## src/rtl/autoconfig_host_if.sv

```systemverilog
// Nibble-wide bus-master port between the AutoConfig host and the Z2 bus engine.
interface autoconfig_host_if;
  logic        bus_req;
  logic        bus_rw;
  logic [22:0] bus_addr;
  logic [3:0]  bus_dout;
  logic [3:0]  bus_din;
  logic        bus_ack;

  modport master (
    output bus_req, bus_rw, bus_addr, bus_dout,
    input  bus_din, bus_ack
  );

  modport slave (
    input  bus_req, bus_rw, bus_addr, bus_dout,
    output bus_din, bus_ack
  );
endinterface

```

## src/rtl/autoconfig_host.sv

```systemverilog
// Zorro II AutoConfig host: walks the board chain at $E80000, reads each board's
// type byte, assigns it a base address in the RAM or I/O pool, or shuts it up.
module autoconfig_host #(
  parameter int MAX_BOARDS = 8,
  parameter int TIMEOUT    = 255
) (
  input  logic              clk,
  input  logic              rst,
  input  logic              start,
  output logic              busy,
  output logic              done,
  output logic              cfg_n,
  autoconfig_host_if.master bus,
  output logic [7:0]        ram_top,
  output logic [7:0]        io_top,
  output logic [3:0]        num_cfg,
  output logic [3:0]        num_shutup
);

  localparam logic [3:0] S_IDLE   = 4'd0;
  localparam logic [3:0] S_RD_HI  = 4'd1;
  localparam logic [3:0] S_RD_LO  = 4'd2;
  localparam logic [3:0] S_ALLOC  = 4'd3;
  localparam logic [3:0] S_WR_LO  = 4'd4;
  localparam logic [3:0] S_WR_HI  = 4'd5;
  localparam logic [3:0] S_SHUTUP = 4'd6;
  localparam logic [3:0] S_NEXT   = 4'd7;
  localparam logic [3:0] S_DONE   = 4'd8;

  // Word addresses (A23:1) of the AutoConfig registers used here
  localparam logic [22:0] A_TYPE_HI = 23'h740000;  // $E80000
  localparam logic [22:0] A_TYPE_LO = 23'h740001;  // $E80002
  localparam logic [22:0] A_BASE_HI = 23'h740024;  // $E80048
  localparam logic [22:0] A_BASE_LO = 23'h740025;  // $E8004A
  localparam logic [22:0] A_SHUTUP  = 23'h740026;  // $E8004C

  logic [3:0]  state;
  logic [7:0]  board_type;
  logic [7:0]  base_reg;
  logic [8:0]  size_reg;
  logic        pool_ram;
  logic [7:0]  tmo_cnt;
  logic [3:0]  board_cnt;

  logic [22:0] cyc_addr;
  logic        cyc_rw;
  logic [3:0]  cyc_dout;

  logic        a_board;
  logic        a_ram;
  logic        a_fit;
  logic [8:0]  a_size;
  logic [8:0]  a_top;
  logic [8:0]  a_limit;
  logic [8:0]  a_base;
  logic [8:0]  new_top;

  assign busy    = (state != S_IDLE) && (state != S_DONE);
  assign done    = (state == S_DONE);
  assign cfg_n   = ~busy;
  assign new_top = {1'b0, base_reg} + size_reg;

  // Address, direction and write data of the cycle owned by the current state
  always_comb begin
    cyc_addr = A_TYPE_HI;
    cyc_rw   = 1'b1;
    cyc_dout = 4'h0;
    case (state)
      S_RD_LO:  cyc_addr = A_TYPE_LO;
      S_WR_LO:  begin cyc_addr = A_BASE_LO; cyc_rw = 1'b0; cyc_dout = base_reg[3:0]; end
      S_WR_HI:  begin cyc_addr = A_BASE_HI; cyc_rw = 1'b0; cyc_dout = base_reg[7:4]; end
      S_SHUTUP: begin cyc_addr = A_SHUTUP;  cyc_rw = 1'b0; end
      default:  ;
    endcase
  end

  // Placement: round the pool top up to the board size and test it against the pool limit
  always_comb begin
    a_board = (board_type[7:6] == 2'b11);
    a_ram   = board_type[5];
    a_size  = (board_type[2:0] == 3'd0) ? 9'd128 : (9'd1 << (board_type[2:0] - 3'd1));
    a_top   = {1'b0, (a_ram ? ram_top : io_top)};
    a_limit = a_ram ? 9'h0A0 : 9'h0F0;
    a_base  = (a_top + a_size - 9'd1) & ~(a_size - 9'd1);
    a_fit   = (a_base + a_size) <= a_limit;
    if (board_type[2:0] == 3'd0) begin
      a_base = a_top;
      a_fit  = a_ram && (ram_top == 8'h20);
    end
  end

  // Enumeration state machine and bus-master handshake
  always_ff @(posedge clk) begin
    if (rst) begin
      state        <= S_IDLE;
      bus.bus_req  <= 1'b0;
      bus.bus_rw   <= 1'b1;
      bus.bus_addr <= 23'h0;
      bus.bus_dout <= 4'h0;
      ram_top      <= 8'h20;
      io_top       <= 8'hE9;
      num_cfg      <= 4'h0;
      num_shutup   <= 4'h0;
      board_type   <= 8'h0;
      base_reg     <= 8'h0;
      size_reg     <= 9'h0;
      pool_ram     <= 1'b0;
      tmo_cnt      <= 8'h0;
      board_cnt    <= 4'h0;
    end else begin
      case (state)
        S_IDLE, S_DONE: begin
          if (start) begin
            state      <= S_RD_HI;
            ram_top    <= 8'h20;
            io_top     <= 8'hE9;
            num_cfg    <= 4'h0;
            num_shutup <= 4'h0;
            board_cnt  <= 4'h0;
          end
        end
        S_RD_HI, S_RD_LO, S_WR_LO, S_WR_HI, S_SHUTUP: begin
          if (!bus.bus_req) begin
            bus.bus_req  <= 1'b1;
            bus.bus_rw   <= cyc_rw;
            bus.bus_addr <= cyc_addr;
            bus.bus_dout <= cyc_dout;
            tmo_cnt      <= 8'h0;
          end else if (bus.bus_ack) begin
            bus.bus_req <= 1'b0;
            case (state)
              S_RD_HI: begin board_type[7:4] <= bus.bus_din; state <= S_RD_LO; end
              S_RD_LO: begin board_type[3:0] <= bus.bus_din; state <= S_ALLOC; end
              S_WR_LO: state <= S_WR_HI;
              S_WR_HI: begin
                if (pool_ram) ram_top <= new_top[7:0];
                else          io_top  <= new_top[7:0];
                if (num_cfg != 4'hF) num_cfg <= num_cfg + 4'd1;
                board_cnt <= board_cnt + 4'd1;
                state     <= S_NEXT;
              end
              default: begin
                if (num_shutup != 4'hF) num_shutup <= num_shutup + 4'd1;
                board_cnt <= board_cnt + 4'd1;
                state     <= S_NEXT;
              end
            endcase
          end else if (tmo_cnt == 8'(TIMEOUT)) begin
            bus.bus_req <= 1'b0;
            state       <= S_DONE;
          end else begin
            tmo_cnt <= tmo_cnt + 8'd1;
          end
        end
        S_ALLOC: begin
          base_reg <= a_base[7:0];
          size_reg <= a_size;
          pool_ram <= a_ram;
          if (!a_board)   state <= S_DONE;
          else if (a_fit) state <= S_WR_LO;
          else            state <= S_SHUTUP;
        end
        S_NEXT: begin
          if (board_cnt >= 4'(MAX_BOARDS)) state <= S_DONE;
          else                             state <= S_RD_HI;
        end
        default: state <= S_IDLE;
      endcase
    end
  end

endmodule

```

## src/flat_wrapper.sv

```systemverilog
// flat-port wrapper written by rule: the top's interface ports become plain ports
module autoconfig_host_flat 
#(
  parameter int MAX_BOARDS = 8,
  parameter int TIMEOUT    = 255
)
  (clk, rst, start, busy, done, cfg_n, ram_top, io_top, num_cfg, num_shutup, bus_bus_req, bus_bus_rw, bus_bus_addr, bus_bus_dout, bus_bus_din, bus_bus_ack);
  autoconfig_host_if bus_i ();
  input  logic clk;
  input  logic rst;
  input  logic start;
  output logic busy;
  output logic done;
  output logic cfg_n;
  output logic [7:0] ram_top;
  output logic [7:0] io_top;
  output logic [3:0] num_cfg;
  output logic [3:0] num_shutup;
  output wire logic [$bits(bus_i.bus_req)-1:0] bus_bus_req;
  output wire logic [$bits(bus_i.bus_rw)-1:0] bus_bus_rw;
  output wire logic [$bits(bus_i.bus_addr)-1:0] bus_bus_addr;
  output wire logic [$bits(bus_i.bus_dout)-1:0] bus_bus_dout;
  input wire logic [$bits(bus_i.bus_din)-1:0] bus_bus_din;
  input wire logic [$bits(bus_i.bus_ack)-1:0] bus_bus_ack;
  assign bus_bus_req = bus_i.bus_req;
  assign bus_bus_rw = bus_i.bus_rw;
  assign bus_bus_addr = bus_i.bus_addr;
  assign bus_bus_dout = bus_i.bus_dout;
  assign bus_i.bus_din = bus_bus_din;
  assign bus_i.bus_ack = bus_bus_ack;
  autoconfig_host #(.MAX_BOARDS(MAX_BOARDS), .TIMEOUT(TIMEOUT)) u_core (.clk(clk), .rst(rst), .start(start), .busy(busy), .done(done), .cfg_n(cfg_n), .bus(bus_i), .ram_top(ram_top), .io_top(io_top), .num_cfg(num_cfg), .num_shutup(num_shutup));
endmodule
```

## config.mk

```make
export PLATFORM = sky130hd
export DESIGN_NAME = autoconfig_host_flat
export DESIGN_NICKNAME = d
export VERILOG_FILES = /design/src/rtl/autoconfig_host_if.sv /design/src/rtl/autoconfig_host.sv /design/src/flat_wrapper.sv
export SDC_FILE = /design/constraint.sdc
export NUM_CORES = 1
export LEC_CHECK = 0
export ABC_AREA = 1
export CAP_MARGIN = 20
export CORE_MARGIN = 2
export CORE_UTILIZATION = 32
export DETAILED_ROUTE_END_ITERATION = 12
export GPL_TIMING_DRIVEN = 0
export SYNTH_ARGS = -nofsm -noshare
export SYNTH_HDL_FRONTEND = slang
export SYNTH_SLANG_ARGS = --single-unit
```

## constraint.sdc

```tcl
create_clock -name clk -period 6.2 [get_ports clk]
set_clock_uncertainty 0.1 [all_clocks]
set_input_delay 1.24 -clock clk [delete_from_list [all_inputs] [get_ports clk]]
set_output_delay 1.24 -clock clk [all_outputs]
set_load 0.02 [all_outputs]
```

# --- After elaboration in Yosys (flattened, before gate mapping) ---
# Cells that the tools add are included.
# W data, S select, Z words.
word_totals:
  mem_bits_rw: 0
  output_inout_bits: 56
  memories: 0
  input_bits: 8
  latchBits: 0
  mem_bits_ro: 0
  word_cells: 131
  regBits: 93
op_classes:
  multipliers: 0
  reduce_logical: 21
  div: 0
  order_cmp: 2
  bitwise_logic: 4
  shifts: 1
  addsub: 10
  mux: 50
  eq_ne: 27
ops:
  columns: ["cell", "n"]
  rows:
  - ["$mux W8", 15]
  - ["$mux W4", 18]
  - ["$pmux W4 S2", 4]
  - ["$pmux W8 S2", 2]
  - ["$pmux W6 S4", 1]
  - ["$reduce_and A6 Y1", 4]
  - ["$sub A9 B1 Y9 const B", 2]
  - ["$eq A4 B3 Y1 const B", 4]
  - ["$pmux W4 S4", 1]
  - ["$ne A2 B2 Y1 const B", 7]
  - ["$add A4 B1 Y4 const B", 3]
  - ["$ne A4 B4 Y1 const B", 3]
  - ["$ne A2 B1 Y1 const B", 5]
  - ["$add A8 B9 Y9", 1]
  - ["$add A9 B9 Y9", 1]
  - ["$and A9 B9 Y9", 1]
  - ["$le A9 B9 Y1", 1]
  - ["$mux W9", 1]
  - ["$not A9 Y9", 1]
  - ["$pmux W3 S3", 1]
  - ["$shl A1 B3 Y9 const A", 1]
  - ["$add A8 B1 Y8 const B", 1]
  - ["$add A8 B8 Y8", 1]
  - ["$eq A4 B2 Y1 const B", 2]
  - ["25 further kinds", 34]

# --- Logic depth before layout (Yosys ltp) ---
# Gate-level depths: netlist of run 1.
depth:
  depth_word: 12
  ltp_mapped: 27
  ltp_nobuf: 27

# --- Worst setup path before layout of run 1 ---
# Ideal clock, no wire load.
synth_path:
  path_type: "reg-to-reg"
  start: "reg u_core.board_type[5]"
  end: "reg u_core.state[1]"
  period_less_slack_ps: 3790
  path_slack_ps: 2410
  t_arrival_ps: 3558
  stages_incl_launch_ff: 27
  setup_time_ps: 132
  path_cell_list: "dfxtp_1 > buf_2 > mux2i_1 > ha_1 > inv_1 > ha_1 > inv_1 > fa_1 > inv_1 > nor2_1 > nor3_1 > ha_1 > a21oi_1 > o21ai_0 > xnor2_1 > ha_1 > o21ai_0 > nor2_1 > nand2_1 > nor2_1 > nand4_1 > nand3_1 > nand2_1 > nand2_1 > nand2_1 > nand2_1 > a21oi_1"
synth_between:
  elab_chain_cells: 10
synth_lines:
  columns: ["element", "line", "text"]
  rows:
  - ["start, declared", "autoconfig_host.sv:38", "logic [7:0] board_type;"]
  - ["start signal, assigned", "autoconfig_host.sv:104", "board_type <= 8'h0;"]
  - ["start signal, assigned", "autoconfig_host.sv:132", "S_RD_HI: begin board_type[7:4] <= bus.bus_din; state <= S_RD_LO; end"]
  - ["$mux W8", "autoconfig_host.sv:82", "a_top = {1'b0, (a_ram ? ram_top : io_top)};"]
  - ["$add A8 B9 Y9", "autoconfig_host.sv:84", "a_base = (a_top + a_size - 9'd1) & ~(a_size - 9'd1);"]
  - ["$sub A9 B1 Y9", "autoconfig_host.sv:84", null]
  - ["$and A9 B9 Y9", "autoconfig_host.sv:84", null]
  - ["$add A9 B9 Y9", "autoconfig_host.sv:85", "a_fit = (a_base + a_size) <= a_limit;"]
  - ["$le A9 B9 Y1", "autoconfig_host.sv:85", null]
  - ["$mux W1 *", "autoconfig_host.sv:86", "if (board_type[2:0] == 3'd0) begin"]
  - ["$mux W2 *", "autoconfig_host.sv:160", "else if (a_fit) state <= S_WR_LO;"]
  - ["$mux W4 *", "autoconfig_host.sv:159", "if (!a_board) state <= S_DONE;"]
  - ["$pmux W4 S4 *", "autoconfig_host.sv:111", "case (state)"]
  - ["end signal, assigned", "autoconfig_host.sv:159", null]
  - ["end signal, assigned", "autoconfig_host.sv:160", null]
  - ["end signal, assigned", "autoconfig_host.sv:161", "else state <= S_SHUTUP;"]
  - ["end, declared", "autoconfig_host.sv:37", "logic [3:0] state;"]
# Every way passes the cells marked *; elsewhere a longest branch is shown, timed or not.
# A chain may end at the register's enable or synchronous reset.

# --- Worst setup path after layout of run 1 ---
# Same ends and word-level chain as after synthesis.

==> results of run 1 <==
[area by class of cell]
| class | instances | area, um2 | area share, % |
|---|---|---|---|
| buffer | 36 | 220 | 3.74 |
| clock buffer | 15 | 298 | 5.06 |
| clock inverter | 1 | 30.0 | 0.510 |
| inverter | 104 | 398 | 6.76 |
| multi-input combinational | 491 | 2780 | 47.2 |
| sequential | 73 | 1460 | 24.8 |
| tap | 184 | 230 | 3.91 |
| timing repair buffer | 47 | 470 | 8.00 |
[power by group through the flow]
stage / logic, mW / registers [mW] / clock network (mW)
2_1_floorplan: 0.959 / 0.713 / 0
3_3_place_gp: 1.44 / 0.655 / 0
3_5_place_dp: 1.44 / 0.656 / 0
4_1_cts: 1.45 / 0.647 / 0.567
5_1_grt: 1.62 / 0.660 / 0.587
6_report: 1.45 / 0.646 / 0.555
[worst max-delay path, cell delays in order (launching register included)]
cell and delay, ns:
sky130_fd_sc_hd__dfxtp_1 0.37, sky130_fd_sc_hd__buf_2 0.29, sky130_fd_sc_hd__mux2i_1 0.35, sky130_fd_sc_hd__ha_1 0.29, sky130_fd_sc_hd__inv_1 0.06, sky130_fd_sc_hd__ha_1 0.18
sky130_fd_sc_hd__inv_1 0.06, sky130_fd_sc_hd__fa_1 0.37, sky130_fd_sc_hd__inv_1 0.08, sky130_fd_sc_hd__nor2_1 0.04, sky130_fd_sc_hd__nor3_1 0.28, sky130_fd_sc_hd__ha_1 0.35
sky130_fd_sc_hd__a21oi_1 0.15, sky130_fd_sc_hd__o21ai_0 0.14, sky130_fd_sc_hd__xnor2_1 0.15, sky130_fd_sc_hd__ha_1 0.28, sky130_fd_sc_hd__o21ai_0 0.07, sky130_fd_sc_hd__nor2_1 0.10
sky130_fd_sc_hd__nand2_1 0.06, sky130_fd_sc_hd__nor2_1 0.11, sky130_fd_sc_hd__nand4_1 0.09, sky130_fd_sc_hd__nand3_1 0.09, sky130_fd_sc_hd__nand2_1 0.07, sky130_fd_sc_hd__nand2_1 0.11
sky130_fd_sc_hd__nand2_1 0.07, sky130_fd_sc_hd__nand2_1 0.06, sky130_fd_sc_hd__a21oi_1 0.05
[how the worst min path moves through the flow]
stage,startpoint,end,slack [ns],depth (start not counted)
floorplan,u_core.board_type[6],u_core.board_type[6],0.34,2
global placement,u_core.bus.bus_rw,u_core.bus.bus_rw,0.34,1
detailed placement,u_core.bus.bus_rw,u_core.bus.bus_rw,0.35,1
CTS,u_core.bus.bus_rw,u_core.bus.bus_rw,0.36,1
global route,u_core.size_reg[0],u_core.size_reg[0],0.39,2
finish,u_core.bus.bus_rw,u_core.bus.bus_rw,0.36,1
[layer usage]
metal | up-vias | GRT usage (%) | part of all wire (%)
met1 | 2098 | 24.5 | 52
met2 | 125 | 24.1 | 41
met3 | 19 | 4.05 | 5.9
met4 | 0 | 3.23 | 1.0
li1 | 2402 | - | -
met5 | - | 0 | 0
[cells by family (layout without fill, tap and decap cells)]
group	Yosys count	after routing	share of synthesized area, %
AND/OR/NAND/NOR	284	284	26.9
AO/OA/AOI/OAI	142	142	17.5
XOR/XNOR	11	11	2.01
multiplexers	5	5	1.04
other	1	15	0.0781
flip-flops	73	73	30.4
adder cells (fa/ha/maj)	34	34	9.17
buffers and inverters	140	203	12.9
[layout by cell type, fill, tap and decap left out, types with 9 or more instances in the layout]
cell                              synthesis  final
sky130_fd_sc_hd__a21oi_1                 59     59
sky130_fd_sc_hd__buf_4                   20     20
sky130_fd_sc_hd__clkbuf_1                11     12
sky130_fd_sc_hd__clkbuf_16                0      9
sky130_fd_sc_hd__clkdlybuf4s50_1          0     47
sky130_fd_sc_hd__conb_1                   1     15
sky130_fd_sc_hd__dfxtp_1                 73     73
sky130_fd_sc_hd__ha_1                    32     32
sky130_fd_sc_hd__inv_1                   97     97
sky130_fd_sc_hd__nand2_1                117    117
sky130_fd_sc_hd__nand3_1                 57     57
sky130_fd_sc_hd__nor2_1                  63     63
sky130_fd_sc_hd__nor3_1                  20     20
sky130_fd_sc_hd__o21ai_0                 40     40
[stage by stage]
step | util, % | std cells
after CTS | 40.3 | 951
final | 40.3 | 951
after global placement | 38.1 | 935
after global routing | 40.3 | 951
after detailed placement | 38.1 | 935
after floorplan | - | 704
==> flow_results.xml, run 1 <==
<?xml version="1.0" encoding="UTF-8"?>
<metrics>
  <group name="outcome">
    <metric name="run_status" unit="">completed</metric>
  </group>
  <group name="timing">
    <metric name="report.final.setup_viol" unit="">0</metric>
    <metric name="finalCriticalPeriod" unit="ns">4.60</metric>
    <metric name="tns" unit="ns">0</metric>
    <metric name="worst_slew_pin_slew" unit="ns">0.667</metric>
    <metric name="final_hold_vio_count" unit="">0</metric>
    <metric name="whs" unit="ns">0.355</metric>
    <metric name="fin_crit_sh" unit="%">74.3</metric>
    <metric name="layout_setup_ws" unit="ns">1.60</metric>
    <metric name="max_slew_margin" unit="%">55.5</metric>
    <metric name="maxSlewViolCount" unit="">0</metric>
    <metric name="max_freq" unit="GHz">0.217</metric>
    <metric name="unrepaired_setup_endpoints_after_global_routing" unit="">no</metric>
  </group>
  <group name="logic_synthesis">
    <metric name="synthArstFlopShare" unit="%">0</metric>
    <metric name="syn-instance-count" unit="">690</metric>
    <metric name="postSynthAreaPerCell" unit="um2">6.96</metric>
    <metric name="synth_top_flop_cell" unit="">sky130_fd_sc_hd__dfxtp_1</metric>
    <metric name="synth.most_common_cell" unit="">sky130_fd_sc_hd__nand2_1</metric>
    <metric name="synth.top_cells.by_area" unit="">sky130_fd_sc_hd__dfxtp_1 30%, sky130_fd_sc_hd__nand2_1 9.1%, sky130_fd_sc_hd__ha_1 8.3%</metric>
    <metric name="netlist.top_cell.by_area" unit="">sky130_fd_sc_hd__dfxtp_1</metric>
    <metric name="sequential_share_of_the_synthesized_area" unit="%">30.4</metric>
    <metric name="synth.cell_area" unit="um2">4800</metric>
    <metric name="yosys.area.top_type_share" unit="%">30.4</metric>
    <metric name="ys.warnings.count" unit="">0</metric>
    <metric name="synth_common_cells" unit="">117 x sky130_fd_sc_hd__nand2_1, 97 x sky130_fd_sc_hd__inv_1, 73 x sky130_fd_sc_hd__dfxtp_1</metric>
    <metric name="number_of_enable_type_register_cells_in_the_synthesized_netlist" unit="">0</metric>
    <metric name="ys_types" unit="">54</metric>
    <metric name="synth_seq_cells" unit="">73</metric>
  </group>
  <group name="placed_design">
    <metric name="placement.setup.worst_slack" unit="ns">1.60</metric>
    <metric name="gpl.final_weighted_congestion" unit="">0.847</metric>
    <metric name="buffer_ports.inserted" unit="">47</metric>
    <metric name="place_area" unit="um2">5560</metric>
    <metric name="hpwlAfterDp" unit="mm">10.3</metric>
  </group>
  <group name="critical_path">
    <metric name="crit_path_max_fanout" unit="">10</metric>
    <metric name="worstRegToRegCells" unit="">26</metric>
    <metric name="worst_r2r_endpoint" unit="">u_core.state[1]</metric>
    <metric name="worst_endpoint_required_time" unit="ns">6.29</metric>
    <metric name="worstSetupEndpointType" unit="">register</metric>
    <metric name="setup.worst_path.class" unit="">reg -&gt; reg</metric>
    <metric name="worst_r2r_startpoint" unit="">u_core.board_type[5]</metric>
    <metric name="arrival" unit="ns">4.70</metric>
    <metric name="rrSetupSlack" unit="ns">1.60</metric>
    <metric name="timing.critical_path.to" unit="">u_core.state[1]</metric>
    <metric name="crit_start" unit="">u_core.board_type[5]</metric>
    <metric name="critPathLaunchType" unit="">register</metric>
  </group>
  <group name="layout">
    <metric name="post_route_cells_drive_above_1_share" unit="%">8.08</metric>
    <metric name="nets" unit="">804</metric>
    <metric name="flow.area_growth_from_synthesis" unit="%">22.5</metric>
    <metric name="antenna_diode_count" unit="">0</metric>
    <metric name="final_design_area_no_fill" unit="um2">5880</metric>
    <metric name="fill_cells" unit="">1559</metric>
  </group>
  <group name="clocking">
    <metric name="clockBufferDepth" unit="">2</metric>
    <metric name="clk_root_buffer_cell" unit="">sky130_fd_sc_hd__clkbuf_16</metric>
    <metric name="tritoncts" unit="">yes</metric>
    <metric name="clock_tree.htree_level_count" unit="">3</metric>
    <metric name="clk_pin_slew_worst_paths" unit="ns">0.05</metric>
    <metric name="tritoncts.num_buffers" unit="">9</metric>
    <metric name="clk-insertion-delay-late" unit="ns">0.33</metric>
    <metric name="cts_resizes" unit="">0</metric>
    <metric name="post_cts_buffers" unit="">0</metric>
    <metric name="cts_num_sinks" unit="">73</metric>
    <metric name="cts_hold_buffers" unit="">0</metric>
  </group>
  <group name="pwr">
    <metric name="max-vdd-ir-drop" unit="mV">0.207</metric>
    <metric name="power.net_switching" unit="mW">1.19</metric>
    <metric name="p_comb_share" unit="%">54.8</metric>
    <metric name="power-per-cell-area" unit="nW/um2">451</metric>
    <metric name="total_leakage_power" unit="nW">2.54</metric>
    <metric name="p_int" unit="mW">1.46</metric>
    <metric name="switching_fraction_of_total_power" unit="%">44.9</metric>
    <metric name="portion_of_total_power_attributed_to_sequential_cells" unit="%">24.3</metric>
    <metric name="finalPower" unit="mW">2.66</metric>
    <metric name="power_frac_clock" unit="%">20.9</metric>
  </group>
  <group name="detailed_routing">
    <metric name="detail_route.first_pass.iterations" unit="">5</metric>
    <metric name="drt_drc_violations_left" unit="">0</metric>
    <metric name="drt_iter0_drc" unit="">409</metric>
    <metric name="via_per_inst" unit="">4.88</metric>
    <metric name="avgRoutedWirePerCell" unit="um">13.8</metric>
    <metric name="antenna_left" unit="">0</metric>
    <metric name="drt-total-wl" unit="mm">13.2</metric>
    <metric name="via_count" unit="">4644</metric>
  </group>
  <group name="global_route">
    <metric name="grt_start_max_net_pins" unit="">12</metric>
    <metric name="grt-ovfl-total" unit="">0</metric>
    <metric name="grt_first_pass_wirelength" unit="mm">21.2</metric>
    <metric name="grt_antenna_before_repair" unit="">0</metric>
    <metric name="number_of_global_route_vias_before_repair" unit="">4130</metric>
    <metric name="grt.total_usage" unit="%">16.5</metric>
  </group>
  <group name="die">
    <metric name="core.rowCount" unit="">44</metric>
    <metric name="boundaryPins" unit="">64</metric>
    <metric name="design.die.area" unit="um2">16000</metric>
    <metric name="die_x" unit="um">127</metric>
    <metric name="chipHeight" unit="um">127</metric>
    <metric name="core" unit="um2">14600</metric>
    <metric name="initial_core_util" unit="%">32.9</metric>
  </group>
  <group name="worst_hold_path">
    <metric name="hold_path.class" unit="">reg -&gt; reg</metric>
  </group>
  <group name="flow_run">
    <metric name="maxCapViolCount" unit="">0</metric>
  </group>
</metrics>
Note: power is estimated with default switching activity, not from simulation.
==> run 2, diff against run 1 <==
==> constraint.sdc (replaced) <==
create_clock -name clk -period 4.1 [get_ports clk]
set_clock_uncertainty 0.1 [all_clocks]
set_input_delay 0.82 -clock clk [delete_from_list [all_inputs] [get_ports clk]]
set_output_delay 0.82 -clock clk [all_outputs]
set_load 0.02 [all_outputs]
==> run 2 against run 1 <==
  * Setup slack worse by 1.5 ns
  * Sequential share of layout area down 0.59 points
  * Combinational power up 56%
  * Register-to-register slack worse by 1.5 ns
  * Critical path depth shrank 1
  * Highest routed layer unchanged
==> flow_results.xml, run 2 (synthesis results as in run 1) <==
<?xml version="1.0" encoding="UTF-8"?>
<metrics>
  <group name="outcome">
    <metric name="run_status" unit="">completed</metric>
  </group>
  <group name="worst_hold_path">
    <metric name="hold_path.class" unit="">reg -&gt; reg</metric>
    <metric name="whs_path_depth" unit="">1</metric>
    <metric name="hold_path_startpoint" unit="">u_core.bus.bus_rw</metric>
  </group>
  <group name="critical_path">
    <metric name="crit_start" unit="">u_core.board_type[5]</metric>
    <metric name="worstSetupEndpointType" unit="">register</metric>
    <metric name="worstRegToRegCells" unit="">25</metric>
    <metric name="worst_r2r_startpoint" unit="">u_core.board_type[5]</metric>
    <metric name="timing.critical_path.to" unit="">u_core.state[1]</metric>
    <metric name="setup.worst_path.class" unit="">reg -&gt; reg</metric>
    <metric name="rrSetupSlack" unit="ns">0.13</metric>
    <metric name="arrival" unit="ns">4.06</metric>
    <metric name="worst_endpoint_required_time" unit="ns">4.19</metric>
    <metric name="crit_path_max_fanout" unit="">6</metric>
    <metric name="critPathLaunchType" unit="">register</metric>
    <metric name="worst_r2r_endpoint" unit="">u_core.state[1]</metric>
  </group>
  <group name="timing">
    <metric name="report.final.setup_viol" unit="">0</metric>
    <metric name="whs" unit="ns">0.355</metric>
    <metric name="unrepaired_setup_endpoints_after_global_routing" unit="">yes</metric>
    <metric name="fin_crit_sh" unit="%">96.9</metric>
    <metric name="tns" unit="ns">0</metric>
    <metric name="finalCriticalPeriod" unit="ns">3.97</metric>
    <metric name="maxSlewViolCount" unit="">0</metric>
    <metric name="final_hold_vio_count" unit="">0</metric>
    <metric name="worst_slew_pin_slew" unit="ns">0.662</metric>
    <metric name="max_slew_margin" unit="%">55.9</metric>
    <metric name="max_freq" unit="GHz">0.252</metric>
  </group>
  <group name="detailed_routing">
    <metric name="drt_drc_violations_left" unit="">0</metric>
    <metric name="via_per_inst" unit="">4.84</metric>
    <metric name="drt-total-wl" unit="mm">13.3</metric>
    <metric name="detail_route.first_pass.iterations" unit="">5</metric>
    <metric name="avgRoutedWirePerCell" unit="um">13.8</metric>
    <metric name="via_count" unit="">4665</metric>
    <metric name="antenna_left" unit="">0</metric>
    <metric name="drt_iter0_drc" unit="">321</metric>
  </group>
  <group name="global_route">
    <metric name="number_of_global_route_vias_before_repair" unit="">4141</metric>
    <metric name="grt-ovfl-total" unit="">0</metric>
    <metric name="grt_start_max_net_pins" unit="">12</metric>
    <metric name="grt.total_usage" unit="%">16.5</metric>
    <metric name="grt_first_pass_wirelength" unit="mm">21.2</metric>
    <metric name="grt_antenna_before_repair" unit="">0</metric>
  </group>
  <group name="pwr">
    <metric name="portion_of_total_power_attributed_to_sequential_cells" unit="%">24.0</metric>
    <metric name="power_frac_clock" unit="%">20.7</metric>
    <metric name="switching_fraction_of_total_power" unit="%">44.9</metric>
    <metric name="p_int" unit="mW">2.25</metric>
    <metric name="p_comb_share" unit="%">55.3</metric>
    <metric name="max-vdd-ir-drop" unit="mV">0.313</metric>
    <metric name="power.net_switching" unit="mW">1.83</metric>
    <metric name="power-per-cell-area" unit="nW/um2">675</metric>
    <metric name="total_leakage_power" unit="nW">2.61</metric>
  </group>
  <group name="die">
    <metric name="core" unit="um2">14600</metric>
    <metric name="chipHeight" unit="um">127</metric>
    <metric name="die_x" unit="um">127</metric>
    <metric name="core.rowCount" unit="">44</metric>
    <metric name="initial_core_util" unit="%">32.9</metric>
    <metric name="design.die.area" unit="um2">16000</metric>
    <metric name="boundaryPins" unit="">64</metric>
  </group>
  <group name="placed_design">
    <metric name="buffer_ports.inserted" unit="">47</metric>
    <metric name="hpwlAfterDp" unit="mm">10.3</metric>
    <metric name="gpl.final_weighted_congestion" unit="">0.847</metric>
  </group>
  <group name="clocking">
    <metric name="clk_root_buffer_cell" unit="">sky130_fd_sc_hd__clkbuf_16</metric>
    <metric name="clock_tree.htree_level_count" unit="">3</metric>
    <metric name="clk_pin_slew_worst_paths" unit="ns">0.06</metric>
    <metric name="clk-insertion-delay-late" unit="ns">0.34</metric>
    <metric name="cts_num_sinks" unit="">73</metric>
    <metric name="cts_hold_buffers" unit="">0</metric>
    <metric name="tritoncts.num_buffers" unit="">9</metric>
    <metric name="tritoncts" unit="">yes</metric>
    <metric name="clockBufferDepth" unit="">2</metric>
  </group>
  <group name="layout">
    <metric name="final_common_cell" unit="">sky130_fd_sc_hd__nand2_1</metric>
    <metric name="multi_input_comb_area" unit="um2">2830</metric>
    <metric name="antenna_diode_count" unit="">0</metric>
    <metric name="post_route_cells_drive_above_1_share" unit="%">11.9</metric>
    <metric name="fill_cells" unit="">1553</metric>
    <metric name="final-seq-area" unit="um2">1470</metric>
    <metric name="layout_common_cells" unit="">113 x sky130_fd_sc_hd__nand2_1, 94 x sky130_fd_sc_hd__inv_1, 72 x sky130_fd_sc_hd__dfxtp_1</metric>
    <metric name="flow.area_growth_from_synthesis" unit="%">25.8</metric>
    <metric name="nets" unit="">817</metric>
  </group>
  <group name="flow_run">
    <metric name="maxCapViolCount" unit="">0</metric>
  </group>
</metrics>
[run 2: repair_timing]
action / 4_1_cts / 5_1_grt
endpoints found under the hold margin: 0 / 0
gates resized for setup: 8 / 17
setup endpoints to repair: 1 / 1
buffers inserted: 4 / 10
pin swaps: 2 / 12
[run 2: metal layers]
metal | up-vias | routed length (um) | GRT usage (%)
li1 | 2439 | - | -
met1 | 2087 | 6810 | 24.6
met2 | 120 | 5610 | 24.3
met3 | 19 | 775 | 3.96
met4 | 0 | 148 | 3.10
met5 | - | 0 | 0
[run 2: power by group through the flow]
stage	logic [mW]	clock network (mW)	registers, mW
floorplan	1.45	0	1.08
global placement	2.18	0	0.990
detailed placement	2.18	0	0.992
CTS	2.20	0.857	0.981
global route	2.50	0.890	1.00
finish	2.26	0.843	0.979
[run 2: worst max-delay path: stages (launching register included)]
cell,delay (ns)
sky130_fd_sc_hd__dfxtp_4,0.40
sky130_fd_sc_hd__mux2i_4,0.28
sky130_fd_sc_hd__ha_1,0.26
sky130_fd_sc_hd__inv_1,0.06
sky130_fd_sc_hd__ha_2,0.18
sky130_fd_sc_hd__inv_2,0.04
sky130_fd_sc_hd__fa_2,0.39
sky130_fd_sc_hd__inv_2,0.07
sky130_fd_sc_hd__nor2_2,0.04
sky130_fd_sc_hd__nor3_2,0.21
sky130_fd_sc_hd__ha_1,0.31
sky130_fd_sc_hd__a21oi_2,0.16
sky130_fd_sc_hd__o21ai_2,0.08
sky130_fd_sc_hd__xnor2_1,0.13
sky130_fd_sc_hd__ha_1,0.28
sky130_fd_sc_hd__o21ai_1,0.06
sky130_fd_sc_hd__nor2_1,0.11
sky130_fd_sc_hd__nand2_1,0.06
sky130_fd_sc_hd__nor2_1,0.10
sky130_fd_sc_hd__nand4_1,0.10
sky130_fd_sc_hd__nand3_1,0.09
sky130_fd_sc_hd__nand2_2,0.06
sky130_fd_sc_hd__nand2_2,0.08
sky130_fd_sc_hd__nand2_2,0.05
sky130_fd_sc_hd__nand2_1,0.05
sky130_fd_sc_hd__a21oi_1,0.06
[run 2: final cells by class]
cell class	count	area share (%)
multi-input cells	491	46.8
flip-flops and latches	73	24.2
repair buffers	61	9.53
inverters	104	6.63
clock buffers	15	4.93
well taps	184	3.81
plain buffers	35	3.56
clock inverters	1	0.497
[run 2: worst min path at each step]
stage / end / slack [ns]
2_1_floorplan: u_core.board_type[6] / 0.34
3_3_place_gp: u_core.bus.bus_rw / 0.34
3_5_place_dp: u_core.bus.bus_rw / 0.35
4_1_cts: u_core.bus.bus_rw / 0.36
5_1_grt: u_core.size_reg[0] / 0.39
6_report: u_core.bus.bus_rw / 0.35
[run 2: metrics by stage]
stage          std cells  total power, mW  util (%)  worst slack (ns)  cell area, um2
2_1_floorplan        704             2.53         -             0.310            4850
3_3_place_gp         935             3.17      38.1            -0.536            5560
3_5_place_dp         935             3.17      38.1            -0.496            5560
4_1_cts              955             4.04      40.7           0.00661            5940
5_1_grt              964             4.40      41.4            -0.120            6040
6_report             964             4.08      41.4             0.127            6040
